[src/rtl/scnn_pkg.sv]
// ----------------------------------------------------------------------------
// scnn_pkg
// Shared types and constants for the SCNN processing-element scheduler.
//   sched_state_t : scheduler FSM states
//   TILE          : lanes per operand side of the multiplier array
//   IP_MAX/WT_MAX : largest non-zero input / weight counts per PE
//   PIPE_LAT      : cycles from tile issue to last scatter write
//   IP_IDX_W/WT_IDX_W : widths of input / weight slot indices
// ----------------------------------------------------------------------------
package scnn_pkg;

    localparam int TILE     = 4;
    localparam int IP_MAX   = 16;
    localparam int WT_MAX   = 9;
    localparam int PIPE_LAT = 2;

    localparam int IP_IDX_W = 5;
    localparam int WT_IDX_W = 4;
    localparam int DRAIN_W  = 2;

    typedef enum logic [2:0] {
        IDLE,
        ISSUE,
        DRAIN,
        REDUCE,
        DONE
    } sched_state_t;

endpackage

[src/rtl/scnn_lane_mask.sv]
// ----------------------------------------------------------------------------
// scnn_lane_mask
// Combinational lane-valid mask for one operand side of a tile.
//   base_i  : first compressed slot of the tile
//   count_i : number of valid (non-zero) slots
//   mask_o  : bit k set when base_i + k < count_i
// ----------------------------------------------------------------------------
module scnn_lane_mask
    import scnn_pkg::*;
#(
    parameter int W = IP_IDX_W
) (
    input  logic [W-1:0]    base_i,
    input  logic [W-1:0]    count_i,
    output logic [TILE-1:0] mask_o
);

    // Two guard bits keep base+k from wrapping at the top of the index range.
    always_comb begin
        // NOTE: every combinational output gets a default first so no path
        // leaves it unassigned and a latch cannot be inferred.
        mask_o = '0;
        for (int k = 0; k < TILE; k++) begin
            mask_o[k] = ({2'b00, base_i} + (W+2)'(k)) < {2'b00, count_i};
        end
    end

endmodule

[src/rtl/scnn_pe_sched.sv]
// ----------------------------------------------------------------------------
// scnn_pe_sched
// Sequencing controller for the SCNN processing element. Walks the
// inputs x weights Cartesian product in TILE x TILE tiles (weights inner,
// inputs outer), tracks coordinate offsets, drains the multiply/scatter
// pipeline, then pulses the accumulator reduction and completion.
//
// Ports:
//   clk, rst                 : clock, synchronous active-high reset
//   start                    : begin one pass (accepted in IDLE only)
//   num_nz_ips, num_nz_wts   : non-zero counts, latched on start
//   last_ip_ind, last_wt_ind : last decoded indices from the coordinate unit
//   issue_ready              : datapath accepts the presented tile
//   issue_valid              : tile presented on ip_base/wt_base
//   ip_base, wt_base         : first slot of the tile on each side
//   ip_mask, wt_mask         : lane-valid masks (0 when no tile presented)
//   first_tile               : first tile of the pass (clear temp accumulators)
//   ips_offset, wts_offset   : coordinate offsets
//   reduce_en                : one-cycle reduction pulse
//   busy                     : scheduler not idle
//   done                     : one-cycle completion pulse
//
// Build option SCNN_SCHED_PERF_EN adds tile_count (accepted tiles) and
// stall_count (ISSUE cycles with issue_ready low), cleared on accepted start.
// ----------------------------------------------------------------------------
module scnn_pe_sched
    import scnn_pkg::*;
(
    input  logic                clk,
    input  logic                rst,
    input  logic                start,
    input  logic [IP_IDX_W-1:0] num_nz_ips,
    input  logic [WT_IDX_W-1:0] num_nz_wts,
    input  logic [IP_IDX_W-1:0] last_ip_ind,
    input  logic [WT_IDX_W-1:0] last_wt_ind,
    input  logic                issue_ready,
    output logic                issue_valid,
    output logic [IP_IDX_W-1:0] ip_base,
    output logic [WT_IDX_W-1:0] wt_base,
    output logic [TILE-1:0]     ip_mask,
    output logic [TILE-1:0]     wt_mask,
    output logic                first_tile,
    output logic [IP_IDX_W-1:0] ips_offset,
    output logic [WT_IDX_W-1:0] wts_offset,
    output logic                reduce_en,
    output logic                busy,
    output logic                done
`ifdef SCNN_SCHED_PERF_EN
    ,
    output logic [7:0]          tile_count,
    output logic [15:0]         stall_count
`endif
);

    sched_state_t        state_q, state_d;
    logic [IP_IDX_W-1:0] nz_ips_q, nz_ips_d;
    logic [WT_IDX_W-1:0] nz_wts_q, nz_wts_d;
    logic [IP_IDX_W-1:0] ip_base_q, ip_base_d;
    logic [WT_IDX_W-1:0] wt_base_q, wt_base_d;
    logic [IP_IDX_W-1:0] ips_off_q, ips_off_d;
    logic [WT_IDX_W-1:0] wts_off_q, wts_off_d;
    logic [DRAIN_W-1:0]  drain_q, drain_d;

    // One guard bit so base+TILE compares correctly near the top of range.
    logic [IP_IDX_W:0] ip_next;
    logic [WT_IDX_W:0] wt_next;
    logic              more_ips, more_wts;

    assign ip_next  = {1'b0, ip_base_q} + (IP_IDX_W+1)'(TILE);
    assign wt_next  = {1'b0, wt_base_q} + (WT_IDX_W+1)'(TILE);
    assign more_ips = ip_next < {1'b0, nz_ips_q};
    assign more_wts = wt_next < {1'b0, nz_wts_q};

    always_comb begin
        state_d     = state_q;
        nz_ips_d    = nz_ips_q;
        nz_wts_d    = nz_wts_q;
        ip_base_d   = ip_base_q;
        wt_base_d   = wt_base_q;
        ips_off_d   = ips_off_q;
        wts_off_d   = wts_off_q;
        drain_d     = drain_q;
        issue_valid = 1'b0;
        reduce_en   = 1'b0;
        done        = 1'b0;
        busy        = (state_q != IDLE);

        unique case (state_q)
            IDLE: begin
                if (start) begin
                    nz_ips_d = num_nz_ips;
                    nz_wts_d = num_nz_wts;
                    // An empty operand set has no tiles and nothing to reduce.
                    if (num_nz_ips != '0 && num_nz_wts != '0) begin
                        state_d   = ISSUE;
                        ip_base_d = '0;
                        wt_base_d = '0;
                        ips_off_d = '0;
                        wts_off_d = '0;
                    end else begin
                        state_d = DONE;
                    end
                end
            end
            ISSUE: begin
                issue_valid = 1'b1;
                if (issue_ready) begin
                    if (more_wts) begin
                        wt_base_d = wt_next[WT_IDX_W-1:0];
                        wts_off_d = last_wt_ind + WT_IDX_W'(1);
                    end else if (more_ips) begin
                        ip_base_d = ip_next[IP_IDX_W-1:0];
                        wt_base_d = '0;
                        ips_off_d = last_ip_ind + IP_IDX_W'(1);
                        wts_off_d = '0;
                    end else begin
                        state_d = DRAIN;
                        drain_d = '0;
                    end
                end
            end
            DRAIN: begin
                if (drain_q == DRAIN_W'(PIPE_LAT - 1)) begin
                    state_d = REDUCE;
                    drain_d = '0;
                end else begin
                    drain_d = drain_q + DRAIN_W'(1);
                end
            end
            REDUCE: begin
                reduce_en = 1'b1;
                state_d   = DONE;
            end
            DONE: begin
                done    = 1'b1;
                state_d = IDLE;
            end
            default: state_d = IDLE;
        endcase
    end

    always_ff @(posedge clk) begin
        // NOTE: state registers use non-blocking assignments so every flop
        // samples pre-edge values regardless of statement order.
        if (rst) begin
            state_q   <= IDLE;
            nz_ips_q  <= '0;
            nz_wts_q  <= '0;
            ip_base_q <= '0;
            wt_base_q <= '0;
            ips_off_q <= '0;
            wts_off_q <= '0;
            drain_q   <= '0;
        end else begin
            state_q   <= state_d;
            nz_ips_q  <= nz_ips_d;
            nz_wts_q  <= nz_wts_d;
            ip_base_q <= ip_base_d;
            wt_base_q <= wt_base_d;
            ips_off_q <= ips_off_d;
            wts_off_q <= wts_off_d;
            drain_q   <= drain_d;
        end
    end

    logic [TILE-1:0] ip_mask_raw, wt_mask_raw;

    scnn_lane_mask #(.W(IP_IDX_W)) u_ip_mask (
        .base_i  (ip_base_q),
        .count_i (nz_ips_q),
        .mask_o  (ip_mask_raw)
    );

    scnn_lane_mask #(.W(WT_IDX_W)) u_wt_mask (
        .base_i  (wt_base_q),
        .count_i (nz_wts_q),
        .mask_o  (wt_mask_raw)
    );

    assign ip_base    = ip_base_q;
    assign wt_base    = wt_base_q;
    assign ips_offset = ips_off_q;
    assign wts_offset = wts_off_q;
    assign ip_mask    = issue_valid ? ip_mask_raw : '0;
    assign wt_mask    = issue_valid ? wt_mask_raw : '0;
    assign first_tile = issue_valid && (ip_base_q == '0) && (wt_base_q == '0);

`ifdef SCNN_SCHED_PERF_EN
    logic [7:0]  tile_cnt_q;
    logic [15:0] stall_cnt_q;

    always_ff @(posedge clk) begin
        if (rst) begin
            tile_cnt_q  <= '0;
            stall_cnt_q <= '0;
        end else if (state_q == IDLE && start) begin
            tile_cnt_q  <= '0;
            stall_cnt_q <= '0;
        end else if (state_q == ISSUE) begin
            if (issue_ready) tile_cnt_q  <= tile_cnt_q + 8'd1;
            else             stall_cnt_q <= stall_cnt_q + 16'd1;
        end
    end

    assign tile_count  = tile_cnt_q;
    assign stall_count = stall_cnt_q;
`endif

endmodule

[config.mk]
export PLATFORM = sky130hd
export DESIGN_NAME = scnn_pe_sched
export DESIGN_NICKNAME = d
export VERILOG_FILES = /design/src/rtl/scnn_pkg.sv /design/src/rtl/scnn_lane_mask.sv /design/src/rtl/scnn_pe_sched.sv
export SDC_FILE = /design/constraint.sdc
export NUM_CORES = 1
export LEC_CHECK = 0
export ABC_AREA = 1
export ABC_CLOCK_PERIOD_IN_PS = 2450
export CAP_MARGIN = 20
export CORE_MARGIN = 4
export CORE_UTILIZATION = 45
export DETAILED_ROUTE_END_ITERATION = 8
export PLACE_DENSITY = 0.72
export SETUP_SLACK_MARGIN = 0.15
export SKIP_LAST_GASP = 1
export SYNTH_ARGS = -nofsm -noshare
export SYNTH_HDL_FRONTEND = slang
export SYNTH_HIERARCHICAL = 1
export SYNTH_SLANG_ARGS = --single-unit
export TNS_END_PERCENT = 5
[constraint.sdc]
create_clock -name clk -period 2.45 [get_ports clk]
set_input_delay 0.6125 -clock clk [delete_from_list [all_inputs] [get_ports clk]]
set_output_delay 0.6125 -clock clk [all_outputs]
set_load 0.01 [all_outputs]
==> flow_summary_export.csv <==
group,metric,value,unit
floorplanning,die_w,87.43,µm
yosys,ys_ff_latch,28,
sta,hold_viol_final,0,
yosys,yosysUniqueCellTypes,30,
sta,finalMaxSlewViolations,0,
yosys,netlist.area_leader.share,0.2027,
yosys,synth_edf_count,0,
placed_design,dp.cells,594,
worst_setup_path,startpoint_type,"register",
route,wirelength,6.678,mm
yosys,yosysMostFrequentCell,"inv_1",
sta,max_freq,422.8,MHz
route,drc,0,
yosys,synth_compound_area_frac,0.08991,
worst_setup_path,arrival,1750,ps
placed_design,dp_slack,-113.4,ps
floorplanning,die-area,7644,µm²
yosys,synthMuxAreaShare,0,
power,p_total,4543,µW
yosys,synth.avg_cell_area,6.511,µm²
power,p_leak,0.001938,µW
yosys,synthTopCellsByCount,"84 x inv_1, 83 x nand2_1, 53 x nor2_1, 46 x ha_1, 33 x nand3_1",
power,max-vdd-ir-drop,0.7494,mV
floorplanning,initial_core_util,0.4711,
yosys,synth_top_family_by_area,"simple AND/OR/NAND/NOR gates",
placed_design,place_congestion,0.8736,
route,drt_pass1_iterations,4,
global_route,grt_pass1_wl,10.99,mm
final_layout,seqCellArea,576.8,µm²
floorplanning,die_h,87.43,µm
final_layout,multiInputGateArea,2064,µm²
sta,rsz0062_at_grt,"yes",
cts,cts_tree,"built",
global_route,grt_pass1_vias,2671,
yosys,synth_area,2839,µm²
flow_run,max_cap_violations,0,
yosys,yosys_warnings,6,
final_layout,fillCellCount,590,
final_layout,diodes,0,
cts,cts_sinks,28,
yosys,synth-xor-area-share,0.04936,
global_route,antenna_found_initial,0,
floorplanning,fp.coreArea,6026,µm²
final_layout,areaGrowthSynthToFinish,32.26,%
cts,clockBufferDepth,2,
cts,insertion_delay,280,ps
power,powerDensity,1210,nW/µm²
final_layout,fin_cells,600,
cts,numCtsBuffers,3,
yosys,synth_fa_ha_area_frac,0.2098,
yosys,synth_seq_area_share,0.1974,
cts,clk_pin_slew,100,ps
sta,fin_skew,6.212,ps
sta,period_needed,2365,ps
floorplanning,pin_count,53,
yosys,synthArstFlopShare,0,
worst_setup_path,crit_fanout,4,
final_layout,fin_nets,595,
worst_setup_path,r2r_cells,13,
floorplanning,num_rows,28,
min_path,min_path_cells,2,
sta,setup_viol,0,
worst_setup_path,crit_path_end_kind,"output pin",
outcome,status,"complete, no violations",
cts,root_buffer,"clkbuf_8",
yosys,synth_simple_gate_area_frac,0.3072,
min_path,hp-class,"register to register",
global_route,track_usage,0.1744,
yosys,synthTopCellsByArea,"ha_1 20%, dfxtp_1 20%, inv_1 11%",
worst_setup_path,critPathRequiredTime,1840,ps
yosys,syn_inst,436,
yosys,yosysTopAreaCell,"ha_1",
route,viasPerCell,4.753,
route,first_iter_violations,54,
final_layout,drive_above_1_share,0.1448,
route,ant_nets,0,
route,avgRoutedWirePerCell,11.13,µm
cts,htree_levels,1,
placed_design,dp_hpwl,5.232,mm
placed_design,dpl-instance-area,3598,µm²
global_route,grt_start_max_net_pins,16,
final_layout,final_core_util,0.6231,
sta,fin_ws,84.79,ps
placed_design,io_buffer_count,48,
route,vias,2852,
sta,finalCritPeriodShare,0.9654,
yosys,synthFlopType,"dfxtp_1",
worst_setup_path,worstSetupPathType,"register to output pin",
global_route,gr-total-overflow,0,
final_layout,fin_area,3755,µm²
-- worst max-delay path: stages, from the launching register on --
cell and delay (ps):
dfxtp_4 370, buf_4 140, xor2_1 170, ha_1 290, nand3_1 90, nor2_1 50
nor2_1 100, inv_1 50, nor2_1 90, clkbuf_2 130
-- power breakdown --
group	leakage [µW]	switching, µW	internal [µW]
Sequential	0.000234	133	638
Clock	0.0000288	153	144
Combinational	0.00168	1930	1550
-- sequential cells by signal, indices dropped and copies added, names as in the netlist --
signal / cells
nz_wts_q: 4
nz_ips_q: 5
state_q: 3
ips_offset: 5
wt_base: 2
wts_offset: 4
ip_base: 3
drain_q: 2
-- metrics by stage --
stage / hold WS, ps / setup TNS, ps
after floorplan: 404.7 / 0
after global placement: 413.4 / -73.12
after detailed placement: 426.7 / -277.5
after CTS: 441.7 / -257.1
after global routing: 467.0 / -27.84
final: 436.2 / 0
-- logic make-up after synthesis --
| family | count (synthesis) |
|---|---|
| XOR/XNOR | 16 |
| buffers and inverters | 100 |
| AND/OR/NAND/NOR | 198 |
| other | 1 |
| AO/OA/AOI/OAI | 46 |
| flip-flops | 28 |
| adder cells (fa/ha/maj) | 47 |
-- per-layer routing --
layer / track usage / vias up / share of wire
met3: 0.01892 / 5 / 0.029
met2: 0.3233 / 46 / 0.49
met5: 0 / - / 0
met1: 0.2118 / 1286 / 0.47
met4: 0.04324 / 0 / 0.0085
li1: - / 1515 / -
-- path summary, 6_finish.rpt --
path,start,to,slack (ps)
worst max-delay path,ip_base[3],ip_mask[3],80
worst min-delay path,drain_q[1],drain_q[1],440
worst max register to register,ip_base[3],wt_base[3],190
worst min register to register,drain_q[1],drain_q[1],440
-- repair_timing --
item                       4_1_cts  5_1_grt
pin swaps                        0        7
buffers inserted                 0        2
resized for setup               15       39
hold buffers                     0        0
setup endpoints to repair       22       27
-- final cells by class --
cell class                 count  area share
sequential                    28      0.1536
clock buffer                   4     0.01466
timing repair buffer          74      0.1699
tap                           75     0.02499
multi-input combinational    332      0.5498
inverter                      87     0.08697
-- cells in the final DEF (no fill, tap or decap), types with 4 or more instances in the layout --
cell,instances
nor2_1,53
xor2_1,10
nand3_1,33
clkbuf_8,4
dfxtp_1,23
clkdlybuf4s50_1,39
o21ai_0,9
inv_2,4
xnor2_1,5
clkbuf_2,4
nand2_1,82
ha_4,6
inv_1,83
nand4_1,11
conb_1,25
ha_1,40
a21oi_1,25
a21oi_2,7
nand2_2,6
dfxtp_4,4
buf_4,25
buf_2,4
No activity file was read; power rests on OpenSTA's default activity.
